### src/rtl/joystick_genesis_reader.sv
// Mega Drive / Genesis 3- or 6-button pad scanner: one Select sequence per frame, started by the v_sync falling edge.
// Optional JOYSTICK_DEBOUNCE_EN: Saidas only follows a candidate vector that two consecutive scans agree on.
module joystick_genesis_reader #(
    parameter int PHASE_CYCLES = 500,
    parameter int CNT_W        = 16
) (
    input  logic        Clock50,
    input  logic        Reset,
    input  logic        v_sync,
    input  logic        Pino1,
    input  logic        Pino2,
    input  logic        Pino3,
    input  logic        Pino4,
    input  logic        Pino6,
    input  logic        Pino9,
    output logic        Select,
    output logic [11:0] Saidas,
    output logic        SeisBotoes,
    output logic        Conectado,
    output logic        Valido
);

    typedef enum logic [1:0] {
        IDLE,
        SCAN,
        COMMIT
    } state_t;

    localparam logic [CNT_W-1:0] LAST_TICK = CNT_W'(PHASE_CYCLES - 1);

    logic [5:0]       pin_meta;
    logic [5:0]       pin_sync;
    logic [5:0]       pressed;
    logic             vs_meta;
    logic             vs_sync;
    logic             vs_prev;
    logic             vs_fall;

    state_t           state;
    state_t           state_nx;
    logic [CNT_W-1:0] timer;
    logic [CNT_W-1:0] timer_nx;
    logic [2:0]       phase;
    logic [2:0]       phase_nx;
    logic             select_nx;
    logic             sample;
    logic             commit;

    logic [3:0]       cap_dir;
    logic             cap_a;
    logic             cap_b;
    logic             cap_c;
    logic             cap_start;
    logic             cap_present;
    logic             cap_six;
    logic [3:0]       cap_ext;
    logic [11:0]      candidate;

    // Synchronizers idle high (pins released, v_sync inactive) so reset release never fakes an edge.
    always_ff @(posedge Clock50 or negedge Reset) begin
        if (!Reset) begin
            pin_meta <= '1;
            pin_sync <= '1;
            vs_meta  <= 1'b1;
            vs_sync  <= 1'b1;
            vs_prev  <= 1'b1;
        end else begin
            pin_meta <= {Pino9, Pino6, Pino4, Pino3, Pino2, Pino1};
            pin_sync <= pin_meta;
            vs_meta  <= v_sync;
            vs_sync  <= vs_meta;
            vs_prev  <= vs_sync;
        end
    end

    assign pressed = ~pin_sync;
    assign vs_fall = vs_prev & ~vs_sync;

    always_ff @(posedge Clock50 or negedge Reset) begin
        if (!Reset) begin
            state  <= IDLE;
            timer  <= '0;
            phase  <= '0;
            Select <= 1'b1;
        end else begin
            state  <= state_nx;
            timer  <= timer_nx;
            phase  <= phase_nx;
            Select <= select_nx;
        end
    end

    // Select is registered from the next phase so it changes on the same edge the phase does.
    always_comb begin
        state_nx = state;
        timer_nx = timer;
        phase_nx = phase;
        sample   = 1'b0;
        commit   = 1'b0;
        case (state)
            IDLE: begin
                if (vs_fall) begin
                    state_nx = SCAN;
                    timer_nx = '0;
                    phase_nx = '0;
                end
            end
            SCAN: begin
                if (timer == LAST_TICK) begin
                    sample   = 1'b1;
                    timer_nx = '0;
                    if (phase == 3'd7) begin
                        state_nx = COMMIT;
                    end else begin
                        phase_nx = phase + 3'd1;
                    end
                end else begin
                    timer_nx = timer + 1'b1;
                end
            end
            COMMIT: begin
                commit   = 1'b1;
                state_nx = IDLE;
                phase_nx = '0;
            end
            default: begin
                state_nx = IDLE;
            end
        endcase
        select_nx = (state_nx == SCAN) ? ~phase_nx[0] : 1'b1;
    end

    // pressed bit order: [0]Pino1 [1]Pino2 [2]Pino3 [3]Pino4 [4]Pino6 [5]Pino9
    always_ff @(posedge Clock50 or negedge Reset) begin
        if (!Reset) begin
            cap_dir     <= '0;
            cap_a       <= 1'b0;
            cap_b       <= 1'b0;
            cap_c       <= 1'b0;
            cap_start   <= 1'b0;
            cap_present <= 1'b0;
            cap_six     <= 1'b0;
            cap_ext     <= '0;
        end else if (sample) begin
            case (phase)
                3'd0: begin
                    cap_dir <= pressed[3:0];
                    cap_b   <= pressed[4];
                    cap_c   <= pressed[5];
                end
                3'd1: begin
                    cap_a       <= pressed[4];
                    cap_start   <= pressed[5];
                    cap_present <= pressed[2] & pressed[3];
                end
                3'd5: cap_six <= &pressed[3:0];
                3'd6: cap_ext <= pressed[3:0];
                default: ;
            endcase
        end
    end

    always_comb begin
        candidate = '0;
        if (cap_present) begin
            candidate[3:0] = cap_dir;
            candidate[4]   = cap_a;
            candidate[5]   = cap_b;
            candidate[6]   = cap_c;
            candidate[7]   = cap_start;
            if (cap_six) begin
                candidate[8]  = cap_ext[2];
                candidate[9]  = cap_ext[1];
                candidate[10] = cap_ext[0];
                candidate[11] = cap_ext[3];
            end
        end
    end

`ifdef JOYSTICK_DEBOUNCE_EN
    logic [11:0] prev_candidate;

    always_ff @(posedge Clock50 or negedge Reset) begin
        if (!Reset) begin
            prev_candidate <= '0;
        end else if (commit) begin
            prev_candidate <= candidate;
        end
    end
`endif

    always_ff @(posedge Clock50 or negedge Reset) begin
        if (!Reset) begin
            Saidas     <= '0;
            SeisBotoes <= 1'b0;
            Conectado  <= 1'b0;
            Valido     <= 1'b0;
        end else begin
            Valido <= commit;
            if (commit) begin
                Conectado  <= cap_present;
                SeisBotoes <= cap_present & cap_six;
`ifdef JOYSTICK_DEBOUNCE_EN
                if (!cap_present) begin
                    Saidas <= '0;
                end else if (candidate == prev_candidate) begin
                    Saidas <= candidate;
                end
`else
                Saidas <= candidate;
`endif
            end
        end
    end

endmodule
### config.mk
export PLATFORM = sky130hd
export DESIGN_NAME = joystick_genesis_reader
export DESIGN_NICKNAME = d
export VERILOG_FILES = /design/src/rtl/joystick_genesis_reader.sv
export SDC_FILE = /design/constraint.sdc
export NUM_CORES = 1
export LEC_CHECK = 0
export CORE_AREA = 2 2 103 55
export DETAILED_ROUTE_END_ITERATION = 10
export DIE_AREA = 0 0 105 57
export PLACE_DENSITY = 0.76
export SYNTH_ARGS = -nofsm -noshare
export SYNTH_HDL_FRONTEND = slang
export SYNTH_SLANG_ARGS = --single-unit
### constraint.sdc
create_clock -name Clock50 -period 2.2 [get_ports Clock50]
set_input_delay 0.55 -clock Clock50 [delete_from_list [all_inputs] [get_ports Clock50]]
set_output_delay 0.55 -clock Clock50 [all_outputs]
set_load 0.05 [all_outputs]
==> summary.txt <==
Global routing
  • Vias in the first global route: 1696
  • Largest net degree at the start of global routing: 67
  • First-pass GRT wire length: 8.66 mm
  • Total Routing Usage GR: 0.195
  • Grt ovf: 0
  • Antenna violations before repair: 0

Floorplanning
  • Die width: approximately 110 um
  • Die Height: ~57 um
  • I/O pin count: 25
  • Die Area: around 6000 um2
  • Rows: 19
  • Core area: roughly 5200 um2
  • Initial core utilization: 0.530

Run
  • Max Cap Violations: 0

Timing
  • Setup TNS: 0 ns
  • Relative slew margins: 0.587
  • Unrepaired setup endpoints after global routing: no
  • Worst slew pin tran: 0.614 ns
  • Final Hold Violating Endpoints: 0
  • Peak Freq: 482 MHz
  • Final Max Slew Viols: 0
  • Clock skew: around 0.0091 ns
  • Fin crit share: 0.943
  • Final hold slack: between 0.15 and 0.2 ns
  • Final setup violation count: 0
  • Period minus WS final: around 2.1 ns

Power and ir drop
  • Clk pwr share: 0.391
  • Leakage: about 1.5 nW
  • Sw Ratio: 0.255
  • Logic gate share of total power: 0.096
  • Pint: roughly 0.0020 W
  • Share of power burned in registers: 0.513
  • Pwr Density: between 800 and 900 nW/um2
  • Net Sw Power: roughly 0.00069 W
  • Maximum VDD drop: ~0.00045 V

Final layout
  • # diodes: 0
  • Commonest cells after routing, fill and taps aside: 50 x dfrtp_1, 32 x nand2_1, 22 x clkdlybuf4s50_1
  • Layout Area Growth over Synthesis: 20.6%
  • Sequential Area: 1670 um2
  • Fin util: 0.640
  • Fraction of layout cells with a size suffix above 1: 0.169
  • Final instance area: about 3300 um2
  • Nets@finish: roughly 290
  • Filler Cells Inserted: 446
  • Commonest non-fill, non-tap cell in the layout: dfrtp_1
  • Multi-input logic area: 991 um2

Logic synthesis
  • Syn Inst Count: ~240
  • Syn Area/Cell: around 12 um2
  • Syn nets: approximately 250
  • Post-synth cell types: 35
  • Ys Warns: 0
  • FFs w/ async S/R, synth: 1.00
  • Cell Area, Synth: around 2700 um2
  • Register bit total from synthesis: 66
  • Seq/Total Area, Yosys: 0.608
  • Number of synthesized flops with an enable pin: 0
  • Synth Flop Type: dfrtp_1

Drt
  • WL final: ~5 mm
  • Wire per inst: between 10 and 15 um
  • Via count: 1859
  • Antenna-violating nets left: 0
  • Initial DRC Count: 115
  • Routed vias/inst: ~5.3
  • First-pass DRT Iterations: 4
  • Number of remaining DRC errors: 0

Worst setup path
  • Worst-path cell chain: clkdlybuf4s50_1
  • Buf/Inv on CP: 1
  • R2R Path End: cap_dir[1]
  • Nature of the critical path endpoint: primary output
  • R2r setup slk: around 0.15 ns
  • Crit-path max cell delay: ~0.81 ns
  • WP data arrival: approximately 1.5 ns
  • CP top delay family: buffers and inverters
  • Reg2Reg Depth: 5
  • Crit Path Max Fanout: 2
  • Stages on the worst setup path: 1
  • Critical path endpoint: Saidas[9]
  • Worst path required time: around 1.7 ns
  • CP startpoint kind: flop
  • Crit path kind: flop to primary output
  • Worst R2R Start: timer[13]
  • Slowest CP cell: clkdlybuf4s50_1
  • Worst setup startpoint: Saidas[9]

CTS
  • TritonCTS clock tree: done
  • Post-CTS Repair Setup Buffers: 0
  • Htree depth: 3
  • Num CTS Buffers: 9
  • Clock transition at the registers of the reported paths: ~0.07 ns
  • Sink Count: 66
  • Post-CTS Hold Buffers: 0
  • CTS max path bufs: 2
  • # resized after CTS: 0
  • Later-pin clock latency in the skew report: 0.35 ns
  • CTS root buffer: clkbuf_8

Placed design
  • DP HPWL: 3.57 mm
  • PortBufs: 24
  • Gpl congestion: between 0.9 and 1
  • Area post-placement: approximately 3100 um2

Worst hold path
  • HP Class: primary input to async pin

Outcome
  • Status: finished clean
-- metrics by stage --
stage | power, W | setup slack (ns) | instances
CTS | 0.00274 | 0.103 | 351
global placement | 0.00165 | 0.222 | 335
detailed placement | 0.00167 | 0.174 | 335
floorplan | 0.00154 | 0.341 | 239
global route | 0.00284 | 0.0207 | 351
finish | 0.00271 | 0.125 | 351
-- area by class of cell --
cell class                      instances  share of cell area
Sequential cell                        66               0.504
Multi-Input combinational cell        150               0.299
Timing Repair Buffer                   30              0.0875
Clock buffer                           10              0.0449
Tap cell                               73              0.0275
Clock inverter                          6              0.0189
Inverter                               16              0.0181
-- synthesized netlist by cell type (2+ instances only) --
cell / number / share of area
nor3b_4: 2 / 0.014
nand2b_1: 4 / 0.0091
mux2i_1: 14 / 0.051
a21o_1: 2 / 0.0055
nor3_1: 4 / 0.0073
or3_1: 2 / 0.0046
clkbuf_1: 7 / 0.0096
ha_1: 6 / 0.027
xor2_1: 9 / 0.029
o21ai_0: 15 / 0.027
dfstp_2: 16 / 0.15
mux2_2: 2 / 0.0082
dfrtp_1: 50 / 0.46
a21oi_1: 2 / 0.0036
a22o_1: 5 / 0.016
and4_1: 3 / 0.0096
and3_1: 6 / 0.014
nand4_1: 4 / 0.0091
a211oi_1: 2 / 0.0055
inv_1: 16 / 0.022
nand2_1: 32 / 0.044
nand3_1: 8 / 0.015
nor4_1: 2 / 0.0046
nor2_1: 15 / 0.020
-- worst min path at each step --
stage                 start   endpoint  slack [ns]  depth (start not counted)
finish                Reset   timer[4]        0.19                          2
global route          Reset   timer[4]        0.21                          2
CTS                   Reset  timer[12]        0.20                          2
detailed placement  vs_meta    vs_sync        0.35                          0
global placement    vs_meta    vs_sync        0.35                          0
floorplan             Reset  Conectado        0.25                          0
-- sequential cells by signal, indices dropped and copies added, names as in the netlist, 2 cells and up --
name / cells
state: 2
phase: 3
timer: 16
pin_sync: 6
Saidas: 12
pin_meta: 6
cap_dir: 4
cap_ext: 4
-- power groups by stage --
stage | registers (W) | logic, W | clock network [W]
after global placement | 0.00140 | 0.000253 | 0
final | 0.00139 | 0.000259 | 0.00106
after detailed placement | 0.00141 | 0.000259 | 0
after floorplan | 0.00139 | 0.000151 | 0
after global routing | 0.00140 | 0.000289 | 0.00115
after CTS | 0.00139 | 0.000260 | 0.00109
-- cell families (layout without fill, tap and decap cells) --
logic type,Yosys count,after routing,share of synthesized area
adder cells (fa/ha/maj),6,6,0.0273
multiplexers,17,17,0.0633
AO/OA/AOI/OAI,31,31,0.0719
flip-flops,66,66,0.608
XOR/XNOR,10,10,0.0319
AND/OR/NAND/NOR,86,86,0.166
buffers and inverters,23,62,0.0314
-- layer usage --
metal / wire length, um / track usage
met3: 458 / 0.0754
met4: 96 / 0.0914
met2: 1950 / 0.244
met5: 0 / 0
met1: 2640 / 0.294
Power figures use the tool's default switching activity.
